`src/rtl/key_encoder_if.sv`:
```
// -----------------------------------------------------------------------------
// key_encoder_if
//   Bundles the key encoder's control inputs and key-code outputs.
//   Signals:
//     en_i       encoder enable (driven by master)
//     keys_i[7:0] raw push-button lines, 1 = pressed (driven by master)
//     code_o[2:0] lowest-numbered pressed key, held after release
//     valid_o    at least one debounced key pressed while enabled
//     press_o    1-cycle strobe: new code accepted
//     release_o  1-cycle strobe: all keys released
//     multi_o    more than one debounced key pressed
//   Modports:
//     master : drives en_i/keys_i, observes the outputs (board / testbench)
//     slave  : the encoder itself
// -----------------------------------------------------------------------------
interface key_encoder_if;
  logic       en_i;
  logic [7:0] keys_i;
  logic [2:0] code_o;
  logic       valid_o;
  logic       press_o;
  logic       release_o;
  logic       multi_o;

  modport master (
    output en_i, keys_i,
    input  code_o, valid_o, press_o, release_o, multi_o
  );

  modport slave (
    input  en_i, keys_i,
    output code_o, valid_o, press_o, release_o, multi_o
  );
endinterface

```
`src/rtl/key_encoder.sv`:
```
// -----------------------------------------------------------------------------
// key_encoder
//   Turns 8 raw push-button lines into a 3-bit key code (inverse of the 3->8
//   LED decoder). Buttons are synchronised (2 flops), debounced (a new vector
//   must be seen DEBOUNCE_CYCLES times in a row), then priority-encoded with
//   the lowest index winning. A 2-state FSM produces a held code, a level
//   valid, a multi-key flag and single-cycle press/release strobes, all
//   registered.
//   Ports:
//     clk_i  single system clock, rising edge
//     rst_i  synchronous reset, active-high
//     bus    key_encoder_if.slave (en_i, keys_i in; code/valid/strobes out)
//   Parameters:
//     DEBOUNCE_CYCLES  consecutive equal samples to accept a vector (>= 2)
// -----------------------------------------------------------------------------
module key_encoder #(
  parameter int DEBOUNCE_CYCLES = 4
) (
  input  logic          clk_i,
  input  logic          rst_i,
  key_encoder_if.slave  bus
);

  localparam int CNT_W = $clog2(DEBOUNCE_CYCLES + 1);
  localparam logic [CNT_W-1:0] CNT_LAST = CNT_W'(DEBOUNCE_CYCLES - 1);
  localparam logic [CNT_W-1:0] CNT_SAT  = CNT_W'(DEBOUNCE_CYCLES);

  typedef enum logic {
    ST_IDLE = 1'b0,
    ST_HELD = 1'b1
  } state_t;

  // Synchroniser and debouncer state
  logic [7:0]       r_s1;
  logic [7:0]       r_s2;
  logic [7:0]       r_cand;
  logic [7:0]       r_stable;
  logic [CNT_W-1:0] r_cnt;

  // FSM state and registered outputs
  state_t     r_state;
  logic [2:0] r_code;
  logic       r_valid;
  logic       r_press;
  logic       r_release;
  logic       r_multi;

  // Combinational next values
  state_t     w_state_n;
  logic [2:0] w_code_n;
  logic       w_valid_n;
  logic       w_press_n;
  logic       w_release_n;
  logic       w_multi_n;

  logic [2:0] w_enc;
  logic [3:0] w_ones;
  logic       w_any;
  logic       w_multi;

  // ---------------------------------------------------------------------------
  // Synchroniser + debouncer. Runs regardless of en_i so that a key held
  // across a disable is already stable when the encoder is re-enabled.
  // ---------------------------------------------------------------------------
  // NOTE: sequential state uses non-blocking assignments so every flop samples
  // the pre-edge values; blocking here would collapse the 2-flop synchroniser.
  always_ff @(posedge clk_i) begin
    if (rst_i) begin
      r_s1     <= '0;
      r_s2     <= '0;
      r_cand   <= '0;
      r_stable <= '0;
      r_cnt    <= '0;
    end else begin
      r_s1 <= bus.keys_i;
      r_s2 <= r_s1;
      if (r_s2 != r_cand) begin
        r_cand <= r_s2;
        r_cnt  <= '0;
      end else if (r_cnt == CNT_LAST) begin
        r_stable <= r_cand;
        r_cnt    <= CNT_SAT;
      end else if (r_cnt < CNT_LAST) begin
        r_cnt <= r_cnt + 1'b1;
      end
      // r_cnt == CNT_SAT: saturated, nothing changes until the input moves
    end
  end

  // ---------------------------------------------------------------------------
  // Priority encoder (lowest set bit wins) and popcount for the multi flag.
  // Scanning downward lets the lowest index overwrite any higher one.
  // ---------------------------------------------------------------------------
  // NOTE: every always_comb output gets a default first so no path leaves it
  // unassigned; otherwise a latch is inferred.
  always_comb begin
    w_enc  = 3'd0;
    w_ones = 4'd0;
    for (int i = 7; i >= 0; i--) begin
      if (r_stable[i]) w_enc = 3'(i);
      w_ones = w_ones + {3'b000, r_stable[i]};
    end
  end

  assign w_any   = |r_stable;
  assign w_multi = (w_ones > 4'd1);

  // ---------------------------------------------------------------------------
  // FSM: next state and next registered outputs.
  // Disable overrides everything: drop to IDLE silently with code held.
  // ---------------------------------------------------------------------------
  always_comb begin
    w_state_n   = r_state;
    w_code_n    = r_code;
    w_press_n   = 1'b0;
    w_release_n = 1'b0;

    if (!bus.en_i) begin
      w_state_n = ST_IDLE;
    end else begin
      unique case (r_state)
        ST_IDLE: begin
          if (w_any) begin
            w_state_n = ST_HELD;
            w_code_n  = w_enc;
            w_press_n = 1'b1;
          end
        end
        ST_HELD: begin
          if (!w_any) begin
            w_state_n   = ST_IDLE;
            w_release_n = 1'b1;
          end else if (w_enc != r_code) begin
            w_code_n  = w_enc;
            w_press_n = 1'b1;
          end
          // Same lowest key with higher keys added/removed: no strobe,
          // only the multi flag tracks the change.
        end
        default: w_state_n = ST_IDLE;
      endcase
    end

    w_valid_n = (w_state_n == ST_HELD);
    w_multi_n = (w_state_n == ST_HELD) && w_multi;
  end

  always_ff @(posedge clk_i) begin
    if (rst_i) begin
      r_state   <= ST_IDLE;
      r_code    <= 3'd0;
      r_valid   <= 1'b0;
      r_press   <= 1'b0;
      r_release <= 1'b0;
      r_multi   <= 1'b0;
    end else begin
      r_state   <= w_state_n;
      r_code    <= w_code_n;
      r_valid   <= w_valid_n;
      r_press   <= w_press_n;
      r_release <= w_release_n;
      r_multi   <= w_multi_n;
    end
  end

  assign bus.code_o    = r_code;
  assign bus.valid_o   = r_valid;
  assign bus.press_o   = r_press;
  assign bus.release_o = r_release;
  assign bus.multi_o   = r_multi;

endmodule

```
`src/flat_wrapper.sv`:
```
// flat-port wrapper written by rule: the top's interface ports become plain ports
module key_encoder_flat 
#(
  parameter int DEBOUNCE_CYCLES = 4
)
  (clk_i, rst_i, bus_en_i, bus_keys_i, bus_code_o, bus_valid_o, bus_press_o, bus_release_o, bus_multi_o);
  key_encoder_if bus_i ();
  input  logic clk_i;
  input  logic rst_i;
  input wire logic [$bits(bus_i.en_i)-1:0] bus_en_i;
  input wire logic [$bits(bus_i.keys_i)-1:0] bus_keys_i;
  output wire logic [$bits(bus_i.code_o)-1:0] bus_code_o;
  output wire logic [$bits(bus_i.valid_o)-1:0] bus_valid_o;
  output wire logic [$bits(bus_i.press_o)-1:0] bus_press_o;
  output wire logic [$bits(bus_i.release_o)-1:0] bus_release_o;
  output wire logic [$bits(bus_i.multi_o)-1:0] bus_multi_o;
  assign bus_i.en_i = bus_en_i;
  assign bus_i.keys_i = bus_keys_i;
  assign bus_code_o = bus_i.code_o;
  assign bus_valid_o = bus_i.valid_o;
  assign bus_press_o = bus_i.press_o;
  assign bus_release_o = bus_i.release_o;
  assign bus_multi_o = bus_i.multi_o;
  key_encoder #(.DEBOUNCE_CYCLES(DEBOUNCE_CYCLES)) u_core (.clk_i(clk_i), .rst_i(rst_i), .bus(bus_i));
endmodule
```
`config.mk`:
```
export PLATFORM = sky130hd
export DESIGN_NAME = key_encoder_flat
export DESIGN_NICKNAME = d
export VERILOG_FILES = /design/src/rtl/key_encoder_if.sv /design/src/rtl/key_encoder.sv /design/src/flat_wrapper.sv
export SDC_FILE = /design/constraint.sdc
export NUM_CORES = 1
export LEC_CHECK = 0
export ABC_AREA = 1
export BUFFER_PORTS_ARGS = -buffer_cell sky130_fd_sc_hd__buf_2
export CAP_MARGIN = 20
export CORE_MARGIN = 8
export CORE_UTILIZATION = 38
export CTS_BUF_LIST = sky130_fd_sc_hd__clkbuf_8
export DETAILED_ROUTE_END_ITERATION = 10
export PLACE_DENSITY_LB_ADDON = 0.15
export SLEW_MARGIN = 20
export SYNTH_ARGS = -nofsm -noshare
export SYNTH_HDL_FRONTEND = slang
export SYNTH_SLANG_ARGS = --single-unit
```
`constraint.sdc`:
```
create_clock -name clk_i -period 4.9 [get_ports clk_i]
set_input_delay 0.49 -clock clk_i [delete_from_list [all_inputs] [get_ports clk_i]]
set_output_delay 0.49 -clock clk_i [all_outputs]
set_load 0.03 [all_outputs]
```
==> results of run 1 <==
-- layout make-up --
class / count / area, sq um
repair buffers: 17 / 85.1
clock inverters: 3 / 41.3
multi-input cells: 136 / 776
clock buffers: 5 / 68.8
inverters: 46 / 178
fillers: 494 / 2600
flip-flops and latches: 42 / 841
well taps: 54 / 67.6
-- worst register-to-register path, cell delays in order, from the launching register on --
cell and delay (ns):
dfxtp_1 0.38, inv_1 0.06, ha_1 0.27, inv_1 0.05, fa_1 0.50, fa_1 0.54
inv_1 0.05, fa_1 0.43, inv_1 0.08, fa_1 0.40, o21ai_0 0.08, a21oi_1 0.06
nor3_1 0.11
-- per-layer routing --
layer	track usage	wire length (um)
met4	0.0534	37
met1	0.0965	1310
met3	0.0309	147
met2	0.166	1410
met5	0	0
-- cells by family after synthesis --
family / count (synthesis) / synth area share
fa+ha+maj: 11 / 0.0926
buf+inv: 50 / 0.107
simple gates: 96 / 0.236
xor+xnor: 6 / 0.0290
flops: 42 / 0.464
compound gates: 23 / 0.0705
-- state kept, by name, summed over array words and instances (netlist names) --
register and flops:
u_core.bus.multi_o 1, u_core.r_s2 8, u_core.r_state 1, u_core.r_s1 8
u_core.bus.release_o 1, u_core.r_stable 8, u_core.bus.code_o 3, u_core.bus.press_o 1
u_core.r_cnt 3, u_core.r_cand 8
-- Yosys cell counts --
| cell | instances | area (sq um) |
|---|---|---|
| nor2_1 | 52 | 195 |
| inv_1 | 43 | 161 |
| dfxtp_1 | 42 | 841 |
| nand2_1 | 26 | 97.6 |
| o21ai_1 | 10 | 50.1 |
| a21oi_1 | 7 | 35.0 |
| ha_1 | 7 | 87.6 |
| xor2_1 | 6 | 52.6 |
| fa_1 | 4 | 80.1 |
| nand3_1 | 4 | 20.0 |
| clkbuf_1 | 3 | 11.3 |
| nand3_2 | 3 | 30.0 |
| nor2_2 | 3 | 18.8 |
| o21ai_0 | 3 | 15.0 |
| inv_2 | 2 | 7.51 |
| nand3b_1 | 2 | 15.0 |
| nor3_1 | 2 | 10.0 |
| a211o_1 | 1 | 8.76 |
| a21oi_2 | 1 | 8.76 |
| clkbuf_2 | 1 | 5.00 |
| clkinv_4 | 1 | 8.76 |
| nand3_4 | 1 | 17.5 |
| nor2_4 | 1 | 11.3 |
| nor4_1 | 1 | 6.26 |
| o311a_1 | 1 | 10.0 |
| or2_1 | 1 | 6.26 |
-- worst max path at each step --
| stage | slack, ns | startpoint | end | cells past startpoint |
|---|---|---|---|---|
| after floorplan | 1.94 | u_core.r_stable[7] | u_core.bus.multi_o | 12 |
| after global placement | 1.87 | u_core.r_stable[7] | u_core.bus.multi_o | 12 |
| after detailed placement | 1.83 | u_core.r_stable[7] | u_core.bus.multi_o | 12 |
| after CTS | 1.81 | u_core.r_stable[7] | u_core.bus.multi_o | 12 |
| after global routing | 1.60 | u_core.r_stable[7] | u_core.bus.multi_o | 12 |
| final | 1.83 | u_core.r_stable[7] | u_core.bus.multi_o | 12 |
-- stage by stage --
stage	utilization	cell area, sq um	worst slack, ns
global placement	0.418	1950	1.87
global route	0.441	2060	1.60
CTS	0.441	2060	1.81
finish	0.441	2060	1.83
floorplan	-	1810	1.94
detailed placement	0.418	1950	1.83
-- where the power goes --
part / switching, mW / total (mW) / internal, mW
Clock: 0.117 / 0.267 / 0.150
Combinational: 0.0189 / 0.0316 / 0.0126
Sequential: 0.00464 / 0.355 / 0.350
Total: 0.141 / 0.653 / 0.513
==> run_results.csv, run 1 <==
group,metric,value,unit
timing,drv_slew,0,
cells_and_area,nNetsFinal,270,
global_routing,antenna_found_initial,0,
worst_setup_path,worstPathArrival,3.29,ns
worst_setup_path,r2r_slack,1.83,ns
timing,setup_violations,0,
route,drt_pass1_iterations,4,
power,power_density,318,nW/um^2
clock_network,clkTransAtPathRegs,0.08,ns
route,vias,1316,
die,fp.dieArea,7230,sq um
placed_design,port_buffers,17,
timing,setup_tns,0,ns
timing,grt_setup_unrepaired,"false",
clock_network,post_cts_buffers,0,
clock_network,clock_path_buffers,2,
global_routing,grt-ovfl-total,0,
timing,maxSlewHeadroom,0.646,
global_routing,grt_max_degree,30,
power,p_leak,0.986,nW
synthesis,yosysWarnings,0,
worst_setup_path,crit_type,"register to register",
clock_network,htree_levels,2,
die,core,4660,sq um
synthesis,synth-seq-cells,42,
timing,period_needed,3.07,ns
timing,skew,0.00605,ns
clock_network,cts.sinks,42,
cells_and_area,final_cell_mix,"nor2_1 (52), inv_1 (44), dfxtp_1 (42), nand2_1 (26), buf_2 (17)",
route,drt_iter0_markers,35,
min_path,min_to,"u_core.r_s1[6]",
clock_network,cts_tree,"built",
min_path,hp-class,"input pin to register",
worst_setup_path,worstSetupEndpointType,"register",
clock_network,hold_buffers,0,
power,total_power,0.653,mW
synthesis,synth_seq_area_share,0.464,
clock_network,insertion_delay,0.29,ns
min_path,hold_depth,3,
cells_and_area,antenna_cells,0,
route,ant_nets,0,
cells_and_area,area_growth,13.6,%
worst_setup_path,cp_top_family,"adder cells",
outcome,run_status,"completed",
worst_setup_path,worstPathRequired,5.12,ns
cells_and_area,mostFrequentLayoutCell,"nor2_1",
cells_and_area,drive_gt1_frac,0.145,
worst_setup_path,cpMaxStageDelayCell,"fa_1",
die,initial_core_util,0.388,
worst_setup_path,r2r_end,"u_core.bus.multi_o",
worst_setup_path,r2r_cells,12,
synthesis,synth_nets,250,
synthesis,synth.avg_cell_area,7.94,sq um
route,drc,0,
die,die_w,85.0,um
timing,post-route-period-util,0.627,
timing,tightestPinTransition,0.531,ns
worst_setup_path,cp_max_fo,4,
die,rows,25,
worst_setup_path,path_buf_inv,4,
clock_network,cts-buffers-inserted,5,
worst_setup_path,r2r_start,"u_core.r_stable[7]",
global_routing,grt.total_usage,0.0946,
placed_design,dp_cells,295,
placed_design,dp_hpwl,2150,um
min_path,hp-start,"bus_keys_i[6]",
worst_setup_path,crit_path_start_kind,"register",
route,viasPerCell,4.34,
synthesis,syn_inst,228,
die,io_pins,18,
run,drv_cap,0,
route,post_drt_wl_per_cell,9.58,um
worst_setup_path,worstPathCellList,"inv_1 > ha_1 > inv_1 > fa_1 > fa_1 > inv_1 > fa_1 > inv_1 > fa_1 > o21ai_0 > a21oi_1 > nor3_1",
worst_setup_path,max_stage_delay,0.54,ns
synthesis,synth_cell_types,26,
route,finalWirelength,2900,um
clock_network,cts_resized,0,
placed_design,place_congestion,0.763,
timing,hold_viol_final,0,
timing,timing.fmax,325,MHz
die,fp.dieH,85.0,um
timing,fin_hold_ws,0.396,ns
power,vdd_drop_max,202,uV
clock_network,cts_root_buf,"clkbuf_8",
cells_and_area,fin_cells,303,
global_routing,grt_pass1_vias,1344,
synthesis,syn_area,1810,sq um
global_routing,grt_first_pass_wirelength,5510,um
No activity file was read; power rests on OpenSTA's default activity.
==> run 2, diff against run 1 <==
==> constraint.sdc (replaced) <==
create_clock -name clk_i -period 2.6 [get_ports clk_i]
set_input_delay 0.26 -clock clk_i [delete_from_list [all_inputs] [get_ports clk_i]]
set_output_delay 0.26 -clock clk_i [all_outputs]
set_load 0.03 [all_outputs]
==> run 2 against run 1 <==
Effect of this change: the run now ends with setup timing left; die area stayed put; register-to-register slack worse by 2.0 ns; via count is 0.46% lower; combinational power is 89% higher; power is 91% higher; clock skew is 0.0044 ns higher; hold slack worse by 0.23 ns; critical path depth stayed put; clock power is 94% higher; sequential share of layout area is 0.61 points lower; sequential cell count stayed put.
==> run_results.csv, run 2 (same netlist as run 1, synthesis figures left out) <==
group,metric,value,unit
route,viasPerCell,4.30,
route,finalWirelength,2910,um
die,initial_core_util,0.388,
clock_network,cts_root_buf,"clkbuf_8",
cells_and_area,nFillCells,476,
worst_setup_path,crit_end,"u_core.bus.multi_o",
timing,grt_setup_unrepaired,"true",
worst_setup_path,worstPathCellList,"inv_2 > ha_4 > inv_2 > fa_1 > fa_1 > inv_1 > fa_2 > inv_2 > fa_2 > o21ai_1 > a21oi_1 > nor3_1",
timing,fin_ws,-0.178,ns
cells_and_area,mostFrequentLayoutCell,"nor2_1",
clock_network,cts.sinks,42,
worst_setup_path,cpMaxStageDelayCell,"fa_1",
global_routing,grt_pass1_vias,1251,
clock_network,hold_buffers,0,
route,vias,1310,
clock_network,clock_path_buffers,2,
placed_design,place_congestion,0.771,
worst_setup_path,cp_max_fo,2,
route,drt_pass1_iterations,4,
timing,post-route-period-util,1.07,
worst_setup_path,r2r_slack,-0.18,ns
placed_design,dp_hpwl,2140,um
cells_and_area,drive_gt1_frac,0.191,
placed_design,dp_cells,297,
worst_setup_path,max_stage_delay,0.49,ns
worst_setup_path,path_common_cell,"inv_2",
timing,tightestPinTransition,0.524,ns
route,post_drt_wl_per_cell,9.53,um
global_routing,grt-ovfl-total,0,
clock_network,insertion_delay,0.29,ns
route,ant_nets,0,
timing,hold_viol_final,0,
global_routing,antenna_found_initial,0,
global_routing,grt_first_pass_wirelength,5330,um
global_routing,grt_max_degree,30,
clock_network,htree_levels,2,
timing,drv_slew,0,
cells_and_area,antenna_cells,0,
timing,timing.fmax,360,MHz
outcome,failed_checks,"setup timing",
cells_and_area,area_growth,15.7,%
worst_setup_path,startpoint,"u_core.r_stable[6]",
power,p_leak,1.00,nW
worst_setup_path,r2r_start,"u_core.r_stable[6]",
die,die_w,85.0,um
cells_and_area,fin_util,0.449,
placed_design,pre_cts_ws,-0.222,ns
die,io_pins,18,
clock_network,cts_tree,"built",
worst_setup_path,r2r_cells,12,
worst_setup_path,crit_path_start_kind,"register",
worst_setup_path,r2r_end,"u_core.bus.multi_o",
placed_design,port_buffers,17,
worst_setup_path,crit_type,"register to register",
worst_setup_path,worstSetupEndpointType,"register",
worst_setup_path,worstPathArrival,2.99,ns
power,power_density,595,nW/um^2
global_routing,grt.total_usage,0.0906,
die,core,4660,sq um
outcome,run_status,"complete, but fails checks",
cells_and_area,fin_cells,305,
worst_setup_path,worstPathRequired,2.81,ns
timing,maxSlewHeadroom,0.651,
die,fp.dieArea,7230,sq um
die,rows,25,
cells_and_area,nNetsFinal,272,
min_path,hp-class,"input pin to register",
die,fp.dieH,85.0,um
clock_network,clkTransAtPathRegs,0.08,ns
power,vdd_drop_max,456,uV
timing,setup_violations,1,
route,drt_iter0_markers,41,
cells_and_area,final_cell_mix,"nor2_1 (52), dfxtp_1 (40), inv_1 (39), nand2_1 (26), buf_2 (17)",
power,total_power,1.25,mW
run,drv_cap,0,
timing,period_needed,2.78,ns
route,drc,0,
timing,setup_tns,-0.178,ns
timing,skew,0.0104,ns
clock_network,cts-buffers-inserted,5,
-- run 2: cell count changes in the layout (fill, tap and decap cells not counted), sizes merged --
cell / previous run / this run
clkinv: 1 / 2
clkinvlp: 1 / 0
buf: 17 / 19
-- run 2: critical path: cells and delay by family, from the launching register on --
family	cells	cell delay [ns]
buffers and inverters	4	0.19
adders and majority gates	5	1.94
AOI/OAI and AO/OA	2	0.13
DFF	1	0.34
and+or+nand+nor	1	0.11
-- run 2: repair_timing --
| item | CTS | global route |
|---|---|---|
| gates resized for setup | 4 | 0 |
| pin swaps | 1 | 0 |
| cloned | 0 | 0 |
| setup endpoints to repair | 1 | 1 |
| setup buffers | 0 | 0 |
-- run 2: cell type report --
type | instances | area, sq um | area share
clock inverter | 3 | 43.8 | 0.0209
inverter | 46 | 178 | 0.0848
multi-input combinational | 136 | 793 | 0.379
sequential | 42 | 843 | 0.403
tap | 54 | 67.6 | 0.0323
timing repair buffer | 19 | 100 | 0.0478
clock buffer | 5 | 68.8 | 0.0329
-- run 2: layer usage --
metal / part of all wire / track usage
met5: 0 / 0
met4: 0.0096 / 0.0405
met3: 0.040 / 0.0299
met2: 0.46 / 0.151
met1: 0.49 / 0.103
-- run 2: worst min path at each step --
stage	start	end	slack [ns]	cells after the start
after global placement	u_core.r_s1[0]	u_core.r_s2[0]	0.39	2
after floorplan	bus_keys_i[0]	u_core.r_s1[0]	0.37	2
after global routing	bus_keys_i[3]	u_core.r_s1[3]	0.15	3
after detailed placement	u_core.r_s1[3]	u_core.r_s2[3]	0.39	2
final	bus_keys_i[4]	u_core.r_s1[4]	0.17	3
after CTS	bus_keys_i[6]	u_core.r_s1[6]	0.16	3
-- run 2: metrics by stage --
stage               area, sq um  hold slack, ns
floorplan                  1820           0.367
global placement           1970           0.389
detailed placement         1970           0.392
CTS                        2090           0.158
global route               2090           0.154
finish                     2090           0.166
-- run 2: power breakdown --
group          internal (mW)  switching [mW]  total [mW]
clock network          0.288           0.230       0.518
logic                 0.0239          0.0357      0.0596
registers              0.660         0.00876       0.668
==> run 3, diff against run 2 <==
--- a/config.mk
+++ b/config.mk
@@ -12,7 +12,7 @@
 export CORE_UTILIZATION = 38
 export CTS_BUF_LIST = sky130_fd_sc_hd__clkbuf_8
 export DETAILED_ROUTE_END_ITERATION = 10
-export PLACE_DENSITY_LB_ADDON = 0.15
+export PLACE_DENSITY = 0.68
 export SLEW_MARGIN = 20
 export SYNTH_ARGS = -nofsm -noshare
 export SYNTH_HDL_FRONTEND = slang
==> run 3 against run 2 <==
Effect of this change: the run still ends with setup timing left; critical path type unchanged; critical path depth did not move; highest routed layer unchanged; combinational power barely moved; global-route usage rose by 0.079 points.
==> run_results.csv, run 3 (same netlist as run 1, synthesis figures left out) <==
group,metric,value,unit
clock_network,cts.sinks,42,
worst_setup_path,worstPathArrival,3.03,ns
cells_and_area,final_cell_mix,"nor2_1 (52), dfxtp_1 (40), inv_1 (39), nand2_1 (26), buf_2 (17)",
route,ant_nets,0,
outcome,run_status,"complete, but fails checks",
die,fp.dieArea,7230,sq um
run,drv_cap,0,
route,drc,0,
timing,timing.fmax,356,MHz
global_routing,grt_first_pass_wirelength,5400,um
clock_network,hold_buffers,0,
clock_network,cts_tree,"built",
timing,tightestPinTransition,0.512,ns
worst_setup_path,worstSetupEndpointType,"register",
timing,drv_slew,0,
timing,setup_violations,1,
die,initial_core_util,0.388,
route,viasPerCell,4.39,
global_routing,antenna_found_initial,0,
clock_network,cts-buffers-inserted,5,
cells_and_area,area_growth,14.8,%
clock_network,post_cts_buffers,0,
global_routing,grt_max_degree,30,
power,power_density,554,nW/um^2
timing,hold_viol_final,0,
die,core,4660,sq um
route,finalWirelength,2970,um
outcome,failed_checks,"setup timing",
timing,grt_setup_unrepaired,"true",
global_routing,grt_pass1_vias,1307,
power,vdd_drop_max,329,uV
worst_setup_path,crit_path_start_kind,"register",
clock_network,insertion_delay,0.29,ns
clock_network,clkTransAtPathRegs,0.08,ns
global_routing,grt.total_usage,0.0914,
timing,fin_hold_ws,0.164,ns
worst_setup_path,cp_max_fo,2,
placed_design,place_congestion,0.787,
cells_and_area,nFillCells,464,
placed_design,placed_cell_area,1970,sq um
min_path,hp-class,"input pin to register",
global_routing,grt-ovfl-total,0,
clock_network,cts_root_buf,"clkbuf_8",
die,die_w,85.0,um
placed_design,port_buffers,17,
route,post_drt_wl_per_cell,9.74,um
power,p_leak,0.987,nW
cells_and_area,nNetsFinal,272,
worst_setup_path,crit_type,"register to register",
timing,fin_ws,-0.212,ns
route,drt_iter0_markers,52,
timing,maxSlewHeadroom,0.659,
die,fp.dieH,85.0,um
cells_and_area,final_cell_area,2080,sq um
timing,skew,0.00509,ns
die,io_pins,18,
placed_design,dp_hpwl,2210,um
route,drt_pass1_iterations,4,
clock_network,clock_path_buffers,2,
timing,post-route-period-util,1.08,
die,rows,25,
cells_and_area,drive_gt1_frac,0.195,
cells_and_area,mostFrequentLayoutCell,"nor2_1",
clock_network,htree_levels,2,
worst_setup_path,worstPathRequired,2.82,ns
route,vias,1339,
cells_and_area,antenna_cells,0,
power,total_power,1.15,mW
timing,period_needed,2.81,ns
## run 3: timing repair
item | 4_1_cts | 5_1_grt
pin swaps | 1 | 0
setup endpoints to repair | 1 | 1
hold endpoints to repair | 0 | 0
resized for setup | 4 | 1
## run 3: critical path, cell delays in order, from the launching register on
cell,delay [ns]
dfxtp_2,0.34
inv_2,0.05
ha_4,0.26
inv_2,0.03
fa_1,0.44
fa_1,0.49
inv_1,0.05
fa_2,0.35
inv_2,0.06
fa_2,0.43
o21ai_2,0.06
a21oi_1,0.05
nor3_1,0.11
## run 3: final timing paths
path / slack, ns / startpoint / cells after the start / endpoint
worst min register to register: 0.40 / u_core.r_s1[0] / 2 / u_core.r_s2[0]
worst max-delay path: -0.21 / u_core.r_stable[6] / 12 / u_core.bus.multi_o
worst max register to register: -0.21 / u_core.r_stable[6] / 12 / u_core.bus.multi_o
worst min-delay path: 0.16 / bus_keys_i[3] / 3 / u_core.r_s1[3]
## run 3: metrics by stage
| stage | setup slack, ns | TNS (ns) | std cells | util |
|---|---|---|---|---|
| floorplan | -0.152 | -0.152 | 228 | - |
| global placement | -0.185 | -0.185 | 297 | 0.423 |
| detailed placement | -0.242 | -0.242 | 297 | 0.423 |
| CTS | -0.209 | -0.209 | 305 | 0.445 |
| global route | -0.400 | -0.400 | 305 | 0.446 |
| finish | -0.212 | -0.212 | 305 | 0.446 |
## run 3: layout make-up
cell class / instances / area [sq um] / share of cell area
Inverter: 46 / 178 / 0.0855
Multi-Input combinational cell: 136 / 797 / 0.384
Timing Repair Buffer: 19 / 100 / 0.0482
Clock inverter: 3 / 23.8 / 0.0114
Clock buffer: 5 / 68.8 / 0.0331
Tap cell: 54 / 67.6 / 0.0325
Sequential cell: 42 / 843 / 0.406
## run 3: power breakdown
group	internal, mW	switching, mW
combinational	0.0239	0.0356
clock	0.192	0.232
sequential	0.660	0.00908
## run 3: metal layers
metal  GRT usage  share of wire  up-vias
met5           0              0        -
met4      0.0388          0.013        0
met3      0.0299          0.050        7
met2       0.162           0.48       24
met1      0.0965           0.45      579
li1            -              -      729
